**src/rtl/cpu_exc_pkg.sv**
```systemverilog
// Shared definitions for the trap controller: state encoding, cause codes and
// the default handler vectors.
package cpu_exc_pkg;

    typedef enum logic [1:0] {
        ST_USER   = 2'b00,
        ST_TRAP   = 2'b01,
        ST_KERNEL = 2'b10
    } exc_state_t;

    localparam logic [1:0] CAUSE_NONE = 2'b00;
    localparam logic [1:0] CAUSE_INT  = 2'b01;
    localparam logic [1:0] CAUSE_EXC  = 2'b10;

    localparam logic [31:0] DEF_ILLOP_VEC = 32'h8000_0004;
    localparam logic [31:0] DEF_INT_VEC   = 32'h8000_0008;

    // Selects the handler entry point for a given trap cause.
    function automatic logic [31:0] trap_vector(input logic [1:0]  cause_code,
                                                input logic [31:0] illop_vec,
                                                input logic [31:0] int_vec);
        logic [31:0] vec;
        vec = illop_vec;
        if (cause_code == CAUSE_INT) begin
            vec = int_vec;
        end
        return vec;
    endfunction

endpackage

```
**src/rtl/irq_sync_edge.sv**
```systemverilog
// Brings an asynchronous level request into the clk domain and emits a
// one-cycle pulse on each synchronized rising edge.
module irq_sync_edge #(
    parameter int STAGES = 2
) (
    input  logic clk,
    input  logic reset,
    input  logic async_in,
    output logic pulse
);

    logic [STAGES-1:0] sync;
    logic              prev;

    always_ff @(posedge clk or posedge reset) begin
        if (reset) begin
            sync <= '0;
            prev <= 1'b0;
        end else begin
            sync <= {sync[STAGES-2:0], async_in};
            prev <= sync[STAGES-1];
        end
    end

    assign pulse = sync[STAGES-1] & ~prev;

endmodule

```
**src/rtl/exception_control.sv**
```systemverilog
// Trap controller: takes illegal-instruction exceptions and timer interrupts
// from ID, redirects fetch to the handler and tracks kernel mode until eret.
module exception_control
    import cpu_exc_pkg::*;
#(
    parameter logic [31:0] ILLOP_VEC   = DEF_ILLOP_VEC,
    parameter logic [31:0] INT_VEC     = DEF_INT_VEC,
    parameter int          SYNC_STAGES = 2
) (
    input  logic        clk,
    input  logic        reset,
    input  logic        irq,
    input  logic        id_valid,
    input  logic [31:0] id_pc,
    input  logic [31:0] id_pc_plus_4,
    input  logic        id_illegal,
    input  logic        id_eret,
    input  logic        pipe_stall,
    output logic        interrupt,
    output logic        exception,
    output logic        flush,
    output logic        pc_redirect,
    output logic [31:0] redirect_pc,
    output logic [31:0] epc,
    output logic [1:0]  cause,
    output logic        kernel_mode,
    output logic        irq_pending
);

    exc_state_t state;
    logic       irq_edge;
    logic       take;
    logic       take_exc;
    logic       take_int;

    irq_sync_edge #(
        .STAGES (SYNC_STAGES)
    ) u_irq_sync (
        .clk      (clk),
        .reset    (reset),
        .async_in (irq),
        .pulse    (irq_edge)
    );

    // Traps are only considered for a real instruction that advances this
    // cycle; an illegal opcode outranks a pending interrupt.
    always_comb begin
        take     = id_valid & ~pipe_stall;
        take_exc = 1'b0;
        take_int = 1'b0;
        if (state == ST_USER) begin
            take_exc = take & id_illegal;
            take_int = take & irq_pending & ~id_pc[31] & ~id_illegal;
        end
    end

    always_ff @(posedge clk or posedge reset) begin
        if (reset) begin
            state       <= ST_USER;
            interrupt   <= 1'b0;
            exception   <= 1'b0;
            flush       <= 1'b0;
            pc_redirect <= 1'b0;
            redirect_pc <= 32'h0;
            epc         <= 32'h0;
            cause       <= CAUSE_NONE;
            kernel_mode <= 1'b0;
            irq_pending <= 1'b0;
        end else begin
            // A new edge in the same cycle as the interrupt is taken keeps it pending.
            irq_pending <= irq_edge | (irq_pending & ~take_int);

            case (state)
                ST_USER: begin
                    if (take_exc) begin
                        state       <= ST_TRAP;
                        exception   <= 1'b1;
                        flush       <= 1'b1;
                        pc_redirect <= 1'b1;
                        redirect_pc <= trap_vector(CAUSE_EXC, ILLOP_VEC, INT_VEC);
                        epc         <= id_pc_plus_4;
                        cause       <= CAUSE_EXC;
                    end else if (take_int) begin
                        // The interrupted instruction re-executes after eret.
                        state       <= ST_TRAP;
                        interrupt   <= 1'b1;
                        flush       <= 1'b1;
                        pc_redirect <= 1'b1;
                        redirect_pc <= trap_vector(CAUSE_INT, ILLOP_VEC, INT_VEC);
                        epc         <= id_pc;
                        cause       <= CAUSE_INT;
                    end
                end
                ST_TRAP: begin
                    state       <= ST_KERNEL;
                    interrupt   <= 1'b0;
                    exception   <= 1'b0;
                    flush       <= 1'b0;
                    pc_redirect <= 1'b0;
                    redirect_pc <= 32'h0;
                    kernel_mode <= 1'b1;
                end
                ST_KERNEL: begin
                    if (take & id_eret) begin
                        state       <= ST_USER;
                        kernel_mode <= 1'b0;
                    end
                end
                default: begin
                    state       <= ST_USER;
                    interrupt   <= 1'b0;
                    exception   <= 1'b0;
                    flush       <= 1'b0;
                    pc_redirect <= 1'b0;
                    redirect_pc <= 32'h0;
                    kernel_mode <= 1'b0;
                end
            endcase
        end
    end

    a_strobe_exclusive : assert property (@(posedge clk) disable iff (reset)
        !(interrupt && exception));

    a_strobe_in_trap : assert property (@(posedge clk) disable iff (reset)
        (interrupt || exception) |-> (state == ST_TRAP));

endmodule
```
**config.mk**
```make
export PLATFORM = sky130hd
export DESIGN_NAME = exception_control
export DESIGN_NICKNAME = d
export VERILOG_FILES = /design/src/rtl/cpu_exc_pkg.sv /design/src/rtl/irq_sync_edge.sv /design/src/rtl/exception_control.sv
export SDC_FILE = /design/constraint.sdc
export NUM_CORES = 1
export LEC_CHECK = 0
export ABC_CLOCK_PERIOD_IN_PS = 2000
export BUFFER_PORTS_ARGS = -buffer_cell sky130_fd_sc_hd__buf_2
export CAP_MARGIN = 5
export CORE_MARGIN = 1.5
export CORE_UTILIZATION = 41
export CTS_BUF_LIST = sky130_fd_sc_hd__clkbuf_8
export DETAILED_ROUTE_END_ITERATION = 10
export MAX_ROUTING_LAYER = met4
export PLACE_DENSITY = 0.79
export SLEW_MARGIN = 20
export SYNTH_ARGS = -nofsm -noshare
export SYNTH_HDL_FRONTEND = slang
export SYNTH_SLANG_ARGS = --single-unit
```
**constraint.sdc**
```tcl
create_clock -name clk -period 2 [get_ports clk]
set_clock_uncertainty 0.2 [all_clocks]
set_input_delay 0.2 -clock clk [delete_from_list [all_inputs] [get_ports clk]]
set_output_delay 0.2 -clock clk [all_outputs]
set_load 0.05 [all_outputs]
```
# Yosys cells after proc, flatten, opt, wreduce, memory -nomap -nowiden
# Cells that the tools add are included.
# op_classes
mux	21
n_bitwise	16
eq_ne	7
reduce_logical	8
# op_table
op	n
$mux W32	4
$pmux W32 S2	1
$reduce_and A2 Y1	5
$and A1 B1 Y1	8
$mux W2	4
$ne A2 B2 Y1 const B	4
$mux W1	7
$not A1 Y1	7
$pmux W1 S2	3
$pmux W2 S3	1
$ne A3 B3 Y1 const B	1
$pmux W1 S3	1
$reduce_and A3 Y1	1
$eq A2 B1 Y1 const B	1
$eq A2 B2 Y1 const B	1
$logic_not A2 Y1	1
$reduce_bool A2 Y1	1
$or A1 B1 Y1	1
# totals
out_inout_bits	72
wordCells	63
regBits	76

# Logic depth before layout (Yosys ltp)
# depth
depth_word	9
depth_mapped	6

# Modules after synthesis
# A second synthesis with hierarchy kept.
# hier_totals
hier_cells	258
hier_area_um2	2542.4
# modules_own_cells
module	instances	seq_area_each_um2	cells_each	area_each_um2
exception_control	1	1076.0	253	2449.8
irq_sync_edge	1	75.1	5	92.6

# Least setup slack after synthesis
# No wires, ideal clock.
# synth_timing
kind	flip-flop to flip-flop
startpoint	reg irq_pending
endpoint	reg epc[10]
setup_ps	127
arrival_ps	1694
path_slack_ps	-21
path_buffers	2
stages_incl_launch_ff	6
synth_period_minus_slack_ps	2021
path_cell_list	dfrtp_1 or3b_2 clkbuf_1 clkbuf_1 o22ai_1 a2bb2oi_2
# synth_between
elab_chain_len	6
# synth_rtl
element	line_no	text
from (decl)	exception_control.sv:27	output logic irq_pending
from (signal assigned)	exception_control.sv:71	irq_pending <= irq_edge | (irq_pending & ~take_int);
$and A1 B1 Y1 (3 in series)	exception_control.sv:53	take_int = take & irq_pending & ~id_pc[31] & ~id_illegal;
$mux W1	exception_control.sv:51	if (state == ST_USER) begin
$reduce_bool A2 Y1 (no source line)	-	
$reduce_and A2 Y1 (no source line)	-	
to (signal assigned)	exception_control.sv:81	epc <= id_pc_plus_4;
to (signal assigned)	exception_control.sv:90	epc <= id_pc;
to (decl)	exception_control.sv:24	output logic [31:0] epc,
# No other way between the ends.
# A chain may end at the register's enable or synchronous reset.

# Worst setup path after layout
# layout_timing
startpoint	reg state[1]
endpoint	reg irq_pending
# layout_between
elab_chain_len	5
# layout_rtl
element	line_no	text
from (decl)	exception_control.sv:30	exc_state_t state;
from (signal assigned)	exception_control.sv:59	state <= ST_USER;
from (signal assigned)	exception_control.sv:76	state <= ST_TRAP;
from (signal assigned)	exception_control.sv:85	state <= ST_TRAP;
$logic_not A2 Y1	exception_control.sv:51	
$mux W1	exception_control.sv:51	
$not A1 Y1	exception_control.sv:71	
$and A1 B1 Y1	exception_control.sv:71	
$or A1 B1 Y1	exception_control.sv:71	
# No other way between the ends.

==> run_summary.xml <==
<?xml version="1.0" encoding="UTF-8"?>
<metrics>
  <group name="floorplanning">
    <metric name="num_rows" unit="">28</metric>
    <metric name="num_io_pins" unit="">143</metric>
    <metric name="initial_core_util" unit="%">42.2</metric>
    <metric name="die_h" unit="microns">80.6</metric>
    <metric name="floorplan.core_area" unit="sq mm">0.00585</metric>
    <metric name="die_x" unit="microns">80.6</metric>
    <metric name="die_area" unit="sq mm">0.00650</metric>
  </group>
  <group name="synthesis">
    <metric name="synth-xor-area-share" unit="%">0</metric>
    <metric name="async_reset_ff_share" unit="%">100</metric>
    <metric name="ys_seq_elements" unit="">46</metric>
    <metric name="synthesis.instances" unit="">243</metric>
    <metric name="synth-seq-area-share" unit="%">46.6</metric>
    <metric name="post_synth_instance_area" unit="sq mm">0.00247</metric>
    <metric name="muxShareOfSynthArea" unit="%">0.456</metric>
    <metric name="number_of_warnings_issued_by_yosys" unit="">0</metric>
    <metric name="synth.distinct_cells" unit="">34</metric>
    <metric name="dominant_combinational_cell_family_by_area_after_synthesis" unit="">compound AO/OA/AOI/OAI gates</metric>
    <metric name="yosys_most_used_dff" unit="">sky130_fd_sc_hd__dfrtp_1</metric>
    <metric name="syn_avg_cell_area" unit="sq um">10.2</metric>
    <metric name="number_of_synthesized_flops_with_an_enable_pin" unit="">0</metric>
    <metric name="synth_area_leader" unit="">sky130_fd_sc_hd__dfrtp_1</metric>
    <metric name="simple_gate_portion_of_the_synthesized_area" unit="%">15.6</metric>
    <metric name="synth-compound-area-share" unit="%">22.0</metric>
    <metric name="post-synth-top-area-fraction" unit="%">46.6</metric>
    <metric name="adder_cell_share_of_the_synthesized_area" unit="%">0</metric>
    <metric name="ys_top_cells_by_area" unit="">sky130_fd_sc_hd__dfrtp_1 (47%), sky130_fd_sc_hd__buf_4 (9.4%), sky130_fd_sc_hd__a32oi_1 (5.0%)</metric>
  </group>
  <group name="finish">
    <metric name="fillers" unit="">494</metric>
    <metric name="final_common_cell" unit="">sky130_fd_sc_hd__buf_2</metric>
    <metric name="final_nets" unit="">444</metric>
    <metric name="stdcell_area" unit="sq mm">0.00333</metric>
    <metric name="drive_gt1_share" unit="%">39.8</metric>
    <metric name="n_antenna_cell" unit="">0</metric>
    <metric name="synthToLayoutAreaGrowth" unit="%">34.9</metric>
    <metric name="layout.cells.most_common_list" unit="">sky130_fd_sc_hd__buf_2 (113), sky130_fd_sc_hd__dfrtp_1 (45), sky130_fd_sc_hd__conb_1 (29), sky130_fd_sc_hd__dlygate4sd3_1 (22)</metric>
    <metric name="instances_no_fill" unit="">449</metric>
  </group>
  <group name="clock_tree">
    <metric name="cts_hold_buf" unit="">22</metric>
    <metric name="cts_inserted_buffers" unit="">5</metric>
    <metric name="worst_setup_hold_path_clk_slew" unit="ps">80</metric>
    <metric name="cts_tree" unit="">done</metric>
    <metric name="insertion_delay" unit="ps">300</metric>
    <metric name="cts.root.buffer_cell" unit="">sky130_fd_sc_hd__clkbuf_8</metric>
    <metric name="cts_repair_resize_count" unit="">0</metric>
    <metric name="cts-root-to-sink-buffers" unit="">2</metric>
    <metric name="post-cts-setup-buffer-count" unit="">0</metric>
    <metric name="h-tree-depth" unit="">2</metric>
    <metric name="clock-sinks" unit="">46</metric>
  </group>
  <group name="placement">
    <metric name="routabilityCongestion" unit="">0.781</metric>
    <metric name="detailedPlace.worstSlack" unit="ps">206</metric>
    <metric name="placedInstanceArea" unit="sq mm">0.00302</metric>
    <metric name="buffer_ports.inserted" unit="">113</metric>
    <metric name="placed_cells_incl_taps" unit="">419</metric>
    <metric name="place_hpwl" unit="mm">4.30</metric>
  </group>
  <group name="drt">
    <metric name="drt_iter0_drc" unit="">110</metric>
    <metric name="routed-via-count" unit="">2285</metric>
    <metric name="drt-pass1-iter-count" unit="">4</metric>
    <metric name="drc_errors" unit="">0</metric>
    <metric name="routed_via_density" unit="">5.09</metric>
    <metric name="drt-wirelength-per-cell" unit="microns">14.0</metric>
    <metric name="route.final.wire_length" unit="mm">6.31</metric>
    <metric name="detail-route-antenna-nets" unit="">0</metric>
  </group>
  <group name="power_and_ir_drop">
    <metric name="power_per_cell_area" unit="mW/mm^2">1520</metric>
    <metric name="power.static_leakage" unit="nW">1.59</metric>
    <metric name="vdd_drop_max" unit="V">0.000899</metric>
  </group>
  <group name="timing">
    <metric name="slew_violations" unit="">0</metric>
    <metric name="period_share" unit="%">91.1</metric>
    <metric name="timing.fmax" unit="GHz">0.549</metric>
    <metric name="timing.hold.ws" unit="ps">5.23</metric>
    <metric name="rsz_0062_raised_after_global_routing" unit="">no</metric>
    <metric name="setup_viol_count_final" unit="">0</metric>
    <metric name="report.final.hold_viol_count" unit="">0</metric>
    <metric name="postLayoutSetupSlackWorst" unit="ps">178</metric>
    <metric name="fin_setup_tns" unit="ps">0</metric>
    <metric name="min_period" unit="ps">1820</metric>
  </group>
  <group name="min_path">
    <metric name="worst_hold_path_type" unit="">in -&gt; reg</metric>
  </group>
  <group name="global_route">
    <metric name="globalRouteTotalUtil" unit="%">20.2</metric>
    <metric name="grt_pass1_wl" unit="mm">9.67</metric>
    <metric name="grt_start_max_net_pins" unit="">32</metric>
    <metric name="first_global_vias" unit="">2015</metric>
    <metric name="number_of_antenna_violations_at_the_first_check_in_global_routing" unit="">0</metric>
    <metric name="grt_overflow_total" unit="">0</metric>
  </group>
  <group name="critical_path">
    <metric name="family_with_the_most_delay_on_the_worst_path" unit="">simple AND/OR/NAND/NOR gates</metric>
    <metric name="worst_setup_path_start_kind" unit="">flop</metric>
    <metric name="worst_setup_end_kind" unit="">flop</metric>
    <metric name="cp.buffers_inverters" unit="">1</metric>
    <metric name="cp_slowest_cell" unit="">sky130_fd_sc_hd__or4b_4</metric>
    <metric name="timing.critical_path.slowest_cell_delay" unit="ps">570</metric>
    <metric name="cp_data_arrival_time" unit="ps">1790</metric>
    <metric name="worstPathMaxFanout" unit="">17</metric>
    <metric name="timing_worst_setup_path_type" unit="">reg -&gt; reg</metric>
    <metric name="critical_path_cell_list" unit="">or4b_4 -&gt; buf_4 -&gt; o31ai_1 -&gt; o21ai_0</metric>
    <metric name="endpoint_required_time_on_the_critical_path" unit="ps">1960</metric>
  </group>
  <group name="job">
    <metric name="drv.max_cap_violation_count" unit="">0</metric>
  </group>
  <group name="status">
    <metric name="status" unit="">finished, final reports clean</metric>
  </group>
</metrics>
## sequential cells by signal (all words and copies together), names as in the netlist
register         cells
exception            1
state                2
interrupt            1
cause                2
epc                 32
u_irq_sync.sync      2
irq_pending          1
redirect_pc          3
kernel_mode          1
u_irq_sync.prev      1
## final timing paths
kind | start | endpoint | slack, ps | cells past startpoint
max reg2reg | state[1] | irq_pending | 180 | 4
min | id_pc[31] | irq_pending | 5 | 3
max in group asynchronous | reset | epc[28] | 950 | 4
min in group asynchronous | reset | epc[23] | 130 | 3
max | state[1] | irq_pending | 180 | 4
min reg2reg | u_irq_sync.sync[0] | u_irq_sync.sync[1] | 160 | 0
## power breakdown
| part | switching (mW) | internal, mW |
|---|---|---|
| clock network | 0.306 | 0.274 |
| logic | 2.11 | 0.762 |
| registers | 0.268 | 1.33 |
| total | 2.69 | 2.36 |
## area by class of cell
class                   instances  area (sq um)  share of cell area, %
clock inverters                 2          8.76                  0.263
repair buffers                148           908                   27.3
well taps                      75          93.8                   2.82
flip-flops and latches         46          1150                   34.6
multi-input cells             164          1050                   31.7
clock buffers                   6          82.6                   2.48
inverters                       8          30.0                  0.902
## routing by layer
metal  track usage (%)  wire length (microns)
met1              22.6                   2510
met5                 -                      0
met2              36.1                   3230
met4              5.17                     78
met3              5.11                    491
## per-stage QoR
step                      total power, mW  utilization (%)
after floorplan                      3.85                -
after global placement               4.41             51.6
after detailed placement             4.46             51.6
after CTS                            5.08             56.9
after global routing                 5.31             56.9
final                                5.05             56.9
## cell families (layout without fill, tap and decap cells)
family / after synthesis / after routing
AND/OR/NAND/NOR: 69 / 69
AO/OA/AOI/OAI: 65 / 65
buffers and inverters: 61 / 164
flip-flops: 46 / 46
other: 1 / 29
multiplexers: 1 / 1
## tightest hold or removal path: cells and delay by family
family / cells / cell delay (ps)
AO/OA/AOI/OAI: 2 / 150
buffers and inverters: 1 / 110
## cells in the mapped netlist (4+ instances only)
library cell	instances
sky130_fd_sc_hd__dfrtp_1	46
sky130_fd_sc_hd__buf_4	31
sky130_fd_sc_hd__clkbuf_1	16
sky130_fd_sc_hd__nand2_1	15
sky130_fd_sc_hd__nand3_1	15
sky130_fd_sc_hd__a32oi_1	14
sky130_fd_sc_hd__and2_1	14
sky130_fd_sc_hd__nand4_1	14
sky130_fd_sc_hd__o22ai_1	14
sky130_fd_sc_hd__a2bb2oi_1	9
sky130_fd_sc_hd__a2bb2oi_2	8
sky130_fd_sc_hd__inv_1	7
sky130_fd_sc_hd__a21oi_1	5
sky130_fd_sc_hd__o21ai_0	5
sky130_fd_sc_hd__nand2b_1	4
sky130_fd_sc_hd__o31ai_1	4
Power figures use the tool's default switching activity.
